$ cat config.mk
export PLATFORM = sky130hd
export DESIGN_NAME = mem_access_ctrl
export DESIGN_NICKNAME = d
export VERILOG_FILES = /design/src/rtl/mem_access_ctrl.sv
export SDC_FILE = /design/constraint.sdc
export NUM_CORES = 1
export LEC_CHECK = 0
export BUFFER_PORTS_ARGS = -buffer_cell sky130_fd_sc_hd__clkbuf_2
export CORE_UTILIZATION = 40
export DETAILED_ROUTE_END_ITERATION = 6
export PLACE_DENSITY = 0.68
export SLEW_MARGIN = 20
export SYNTH_ARGS = -nofsm -noshare
export SYNTH_HDL_FRONTEND = slang
export SYNTH_SLANG_ARGS = --single-unit
export TNS_END_PERCENT = 50
$ cat constraint.sdc
create_clock -name clk -period 4.5 [get_ports clk]
set_input_delay 0.45 -clock clk [delete_from_list [all_inputs] [get_ports clk]]
set_output_delay 0.45 -clock clk [all_outputs]
set_load 0.1 [all_outputs]
$ cat src/rtl/mem_access_ctrl.sv
// mem_access_ctrl: single-request memory access sequencer.
// Setup / access / release handshake with timeout and load formatting.
module mem_access_ctrl #(
    parameter int unsigned TIMEOUT_CYCLES = 15
) (
    input  logic        clk,
    input  logic        reset_n,
    input  logic        req,
    input  logic        req_rw,
    input  logic [1:0]  req_mode,
    input  logic        req_signed,
    input  logic [6:0]  req_addr,
    input  logic [31:0] req_wdata,
    output logic        busy,
    output logic        done,
    output logic        err,
    output logic [31:0] rdata,
    output logic        mem_enable,
    output logic        mem_w_r,
    output logic [1:0]  mem_mode,
    output logic [6:0]  mem_addr,
    output logic [31:0] mem_data,
    input  logic        mem_moc,
    input  logic [31:0] mem_rdata
);

    typedef enum logic [2:0] {
        S_IDLE,
        S_SETUP,
        S_ACCESS,
        S_RELEASE,
        S_DONE,
        S_ERROR
    } state_t;

    localparam logic [7:0] TMO_LAST = 8'(TIMEOUT_CYCLES - 1);

    state_t      state;
    state_t      state_nxt;

    logic        rw_q;
    logic [1:0]  mode_q;
    logic        sgn_q;
    logic [6:0]  addr_q;
    logic [31:0] wdata_q;

    logic        moc_m;
    logic        moc_s;
    logic [7:0]  tmo_cnt;

    logic        accept;
    logic        misaligned;
    logic        expire;
    logic [31:0] load_fmt;

    assign accept = (state == S_IDLE) && req;
    assign expire = (tmo_cnt == TMO_LAST);

    // Alignment of the incoming request; reserved mode always faults.
    always_comb begin
        misaligned = 1'b0;
        unique case (req_mode)
            2'b00:   misaligned = 1'b0;
            2'b01:   misaligned = req_addr[0];
            2'b10:   misaligned = |req_addr[1:0];
            default: misaligned = 1'b1;
        endcase
    end

    // Right-aligned load data extended to 32 bits by the captured mode.
    always_comb begin
        load_fmt = mem_rdata;
        unique case (mode_q)
            2'b00: load_fmt = {{24{sgn_q & mem_rdata[7]}}, mem_rdata[7:0]};
            2'b01: load_fmt = {{16{sgn_q & mem_rdata[15]}}, mem_rdata[15:0]};
            default: load_fmt = mem_rdata;
        endcase
    end

    // State register.
    always_ff @(posedge clk or negedge reset_n) begin
        if (!reset_n) begin
            state <= S_IDLE;
        end else begin
            state <= state_nxt;
        end
    end

    // Next-state logic: one cycle per phase except ACCESS.
    always_comb begin
        state_nxt = state;
        unique case (state)
            S_IDLE: begin
                if (req) begin
                    state_nxt = misaligned ? S_ERROR : S_SETUP;
                end
            end
            S_SETUP:   state_nxt = S_ACCESS;
            S_ACCESS: begin
                if (moc_s) begin
                    state_nxt = S_RELEASE;
                end else if (expire) begin
                    state_nxt = S_ERROR;
                end
            end
            S_RELEASE: state_nxt = S_DONE;
            S_DONE:    state_nxt = S_IDLE;
            S_ERROR:   state_nxt = S_IDLE;
            default:   state_nxt = S_IDLE;
        endcase
    end

    // Status and memory-bus outputs decoded from state and captured request.
    always_comb begin
        busy       = (state != S_IDLE);
        done       = (state == S_DONE);
        err        = (state == S_ERROR);
        mem_enable = (state == S_ACCESS);
        mem_w_r    = rw_q;
        mem_mode   = mode_q;
        mem_addr   = addr_q;
        mem_data   = wdata_q;
    end

    // Request capture on acceptance; held stable for the whole access.
    always_ff @(posedge clk or negedge reset_n) begin
        if (!reset_n) begin
            rw_q    <= 1'b0;
            mode_q  <= 2'b00;
            sgn_q   <= 1'b0;
            addr_q  <= 7'd0;
            wdata_q <= 32'd0;
        end else if (accept) begin
            rw_q    <= req_rw;
            mode_q  <= req_mode;
            sgn_q   <= req_signed;
            addr_q  <= req_addr;
            wdata_q <= req_wdata;
        end
    end

    // Two-flop synchronizer for the asynchronous completion strobe.
    always_ff @(posedge clk or negedge reset_n) begin
        if (!reset_n) begin
            moc_m <= 1'b0;
            moc_s <= 1'b0;
        end else begin
            moc_m <= mem_moc;
            moc_s <= moc_m;
        end
    end

    // Timeout counter: zero outside ACCESS, so it starts at 0 on entry.
    always_ff @(posedge clk or negedge reset_n) begin
        if (!reset_n) begin
            tmo_cnt <= 8'd0;
        end else if (state == S_ACCESS) begin
            tmo_cnt <= tmo_cnt + 8'd1;
        end else begin
            tmo_cnt <= 8'd0;
        end
    end

    // Load result: updated only by a completed read.
    always_ff @(posedge clk or negedge reset_n) begin
        if (!reset_n) begin
            rdata <= 32'd0;
        end else if (state == S_ACCESS && moc_s && rw_q) begin
            rdata <= load_fmt;
        end
    end

endmodule

=== Word-level counts from Yosys, hierarchy flattened ===
Cells that the tools add are included.

* Logic and storage cells: 41
* Output and inout bits: 78
* Input port bits: 79
* Flip-flop bits (word level): 88

* Add/sub/neg operators: 1
* Bitwise operators: 2
* Muxes and demuxes: 8
* Eq/ne operators: 11
* Reductions and logical operators: 9

{| class="wikitable"
|+ Operators with widths
! cell !! number
|-
| $pmux W32 S2 || 1
|-
| $mux W3 || 4
|-
| $pmux W3 S4 || 1
|-
| $add A8 B1 Y8 const B || 1
|-
| $eq A8 B4 Y1 const B || 1
|-
| $mux W8 || 1
|-
| $eq A3 B2 Y1 const B || 2
|-
| $eq A3 B3 Y1 const B || 2
|-
| $eq A2 B1 Y1 const B || 2
|-
| $logic_not A2 Y1 || 2
|-
| $eq A3 B1 Y1 const B || 1
|-
| $logic_and A1 B1 Y1 || 3
|-
| $logic_not A3 Y1 || 1
|-
| $ne A3 B1 Y1 const B || 1
|-
| $pmux W1 S3 || 1
|-
| $reduce_bool A3 Y1 || 1
|-
| $and A1 B1 Y1 || 2
|-
| $eq A2 B2 Y1 const B || 1
|-
| $ne A2 B2 Y1 const B || 1
|-
| $reduce_and A2 Y1 || 1
|-
| $reduce_or A2 Y1 || 1
|}

=== Depth between registers and ports, before layout ===
* Word-level depth: 5
* Depth in mapped cells: 9

=== Least setup slack after synthesis ===
No wires, ideal clock.

* Kind: flip-flop to output port
* From: reg state[1]
* To: out done
* Path buffers: 1
* Data required time: 4.050 ns
* Path slack: 1.175 ns
* Arrival time: 2.875 ns
* Stages on the path, launching flop included: 3
* Cell sequence: dfrtp_1 > clkbuf_1 > nor3b_1

* Word-level cells in the longest chain between the ends: 1

{| class="wikitable"
|+ Ends and longest elaborated chain
! item !! line !! text
|-
| from (decl) || 38 || <nowiki>state_t state;</nowiki>
|-
| from (signal assigned) || 85 || <nowiki>state <= state_nxt;</nowiki>
|-
| $eq A3 B3 Y1 || 116 || <nowiki>done = (state == S_DONE);</nowiki>
|-
| to (decl) || 15 || <nowiki>output logic done,</nowiki>
|}

No other way between the ends.

=== Worst setup path after layout ===
* From: reg state[0]
* To: out mem_enable

* Word-level cells in the longest chain between the ends: 1

{| class="wikitable"
|+ Ends and longest elaborated chain
! item !! line !! text
|-
| $eq A3 B2 Y1 || 118 || <nowiki>mem_enable = (state == S_ACCESS);</nowiki>
|-
| to (decl) || 18 || <nowiki>output logic mem_enable,</nowiki>
|}

No other way between the ends.

==> impl_metrics.py <==
metrics = {
    "run_status": {
        "violations": "design-rule violations",
        "status": "finished, violations left",
    },
    "global_route": {
        "overflow": 0,
        "grtUsageTotal_pct": 17.7,
        "first_global_vias": 2791,
        "grt_max_degree": 89,
        "antenna_found_initial": 0,
        "grt_pass1_wl_mm": 13.5,
    },
    "clock_network": {
        "numClockSinks": 88,
        "cts_setup_buffers": 0,
        "cts.path.max_buffers": 2,
        "cts_max_level": 3,
        "ctsHoldBuffers": 0,
        "cts_tree": "done",
        "cts_resized": 0,
        "root_buffer": "clkbuf_8",
        "cts_buffers": 9,
        "clk_latency_ps": 350,
        "clkTransAtPathRegs_ps": 90,
    },
    "sta": {
        "tightest_slew_ps": 933,
        "worst_hold_slack_ps": 154,
        "slew_viol_final": 0,
        "tns_ps": 0,
        "setup-violations-final": 0,
        "skew_ps": 10.7,
        "slew-limit-headroom_pct": 37.8,
        "fmax_ghz": 0.417,
        "finalCriticalPeriod_ps": 2400,
        "hold_viol": 0,
        "rsz0062_at_grt": "no",
        "period_share_pct": 53.3,
    },
    "setup_path": {
        "cp-endpoint": "mem_enable",
        "crit_fanout": 26,
        "r2r-start": "moc_s",
        "critPathLaunchType": "flop",
        "required_ps": 4050,
        "reg2reg_depth": 3,
        "startpoint": "state[0]",
        "path_class": "reg -> out",
        "crit_arrival_ps": 1950,
        "worstReg2RegEnd": "rdata[1]",
        "reg2reg_setup_slack_ps": 2270,
        "crit_path_end_kind": "output port",
    },
    "floorplanning": {
        "initial_core_util_pct": 42.0,
        "dieHeight_um": 98.4,
        "dieWidth_um": 98.4,
        "rows": 34,
        "design.core.area_sq_um": 8850,
        "die-area_sq_um": 9680,
        "io_pins": 157,
    },
    "placement": {
        "port_buffers": 156,
        "dp_cells": 532,
        "dp_hpwl_mm": 5.90,
        "place.gp.congestion": 0.808,
        "dpl-instance-area_sq_um": 4530,
    },
    "logic_synthesis": {
        "synth_xor_area_share_pct": 0.942,
        "syn_area_sq_um": 3720,
        "synth_area_leader_cell": "dfrtp_1",
        "synth_compound_area_share_pct": 12.2,
        "syn_avg_cell_area_sq_um": 13.0,
        "synthMuxAreaShare_pct": 16.2,
        "synth.ff_latch_count": 88,
        "synth.distinct_cells": 37,
        "synthAdderAreaFrac_pct": 0.673,
        "synthArstFlopShare_pct": 100,
        "yosys_warnings": 0,
        "netlist_instances": 286,
        "synth_area_leaders": "dfrtp_1, mux2_2, a21oi_1",
        "ys.flop_type": "dfrtp_1",
        "yosys.area_share.simple_pct": 7.14,
        "synth_top_family_by_area": "multiplexers",
        "ys_seq_area_share_pct": 59.2,
        "synth_edf_count": 0,
        "synth_top_area_share_pct": 59.2,
        "synth_nets": 367,
    },
    "routing": {
        "via_per_inst": 5.12,
        "drcViolationCount": 5,
        "drt_iter0_markers": 83,
        "dr.pass1.iters": 6,
        "wire_per_inst_um": 15.2,
        "wl_mm": 8.34,
        "vias": 2805,
        "ant_nets": 0,
    },
    "run": {
        "cap_violations": 0,
    },
    "final_layout": {
        "final_nets": 516,
        "antenna_cells": 0,
        "area_growth_pct": 27.4,
        "final_layout_size_suffix_gt1_share_pct": 54.3,
        "final_cell_area_sq_um": 4740,
        "stdcell_count": 548,
    },
    "worst_hold_path": {
        "min_path_type": "in -> async",
    },
}
[layout make-up]
type	count	area [sq um]
fill	831	4110
clock inverter	6	67.6
timing repair buffer	158	802
sequential	88	2200
clock buffer	10	138
multi-input combinational	175	1380
inverter	3	13.8
tap	108	135
[how the worst min path moves through the flow]
stage,slack [ps],endpoint,start
2_1_floorplan,150,mem_addr[0],reset_n
3_3_place_gp,340,moc_s,moc_m
4_1_cts,200,moc_m,mem_moc
6_report,150,mem_data[5],reset_n
5_1_grt,190,moc_m,mem_moc
3_5_place_dp,340,moc_s,moc_m
[worst max-delay path: stages, from the launching register on]
cell	delay, ps
dfrtp_1	510
nor2_2	190
nand2_4	120
inv_4	260
clkbuf_2	510
[routing by layer]
metal | global-route usage (%) | up-vias | part of all wire (%)
met5 | 0 | - | 0
met4 | 6.20 | 0 | 1.2
met3 | 4.01 | 5 | 4.4
met2 | 30.2 | 80 | 53
met1 | 22.1 | 1403 | 42
li1 | - | 1317 | -
[cell usage in the layout, fill, tap and decap left out, types with 2 or more instances in the layout]
master / netlist / layout
nand2_1: 18 / 18
xor2_1: 2 / 2
or3_1: 4 / 4
a31oi_2: 10 / 10
dfrtp_1: 88 / 88
a31oi_1: 15 / 15
ha_1: 2 / 2
mux2_2: 46 / 46
clkbuf_8: 0 / 10
mux2_1: 2 / 2
inv_1: 2 / 2
xnor2_1: 2 / 2
nor3b_1: 3 / 3
clkbuf_2: 0 / 155
o21ai_0: 13 / 13
buf_4: 4 / 2
nand3_1: 5 / 5
a21oi_1: 27 / 27
clkinvlp_4: 0 / 2
nor2_1: 8 / 8
mux2_4: 4 / 4
[cells in the mapped netlist (2+ instances only)]
cell      count
a21oi_1      27
a31oi_1      15
a31oi_2      10
buf_2         2
buf_4         4
buf_6         4
clkbuf_1      9
dfrtp_1      88
ha_1          2
inv_1         2
mux2_1        2
mux2_2       46
mux2_4        4
nand2_1      18
nand3_1       5
nor2_1        8
nor3b_1       3
o21ai_0      13
or3_1         4
xnor2_1       2
xor2_1        2
[through the flow]
| step | worst slack [ps] | util (%) |
|---|---|---|
| floorplan | 1170 | - |
| global placement | 2340 | 51.2 |
| detailed placement | 2300 | 51.2 |
| CTS | 2110 | 53.5 |
| global route | 2020 | 53.5 |
| finish | 2100 | 53.5 |
[kinds of logic (layout without fill, tap and decap cells)]
group / after synthesis / count (layout)
buffers and inverters: 23 / 177
adders and majority gates: 2 / 2
DFF: 88 / 88
and+or+nand+nor: 48 / 48
muxes: 52 / 52
xor gates and xnor gates: 4 / 4
AOI/OAI and AO/OA: 69 / 69
[sequential cells by signal, indices dropped and copies added (netlist names)]
name,flops
mem_w_r,1
moc_s,1
tmo_cnt,8
mem_mode,2
state,3
sgn_q,1
mem_data,32
moc_m,1
rdata,32
mem_addr,7
Power is not shown: default switching activity piles up to over one toggle a cycle in this logic, so the estimate is an artifact.
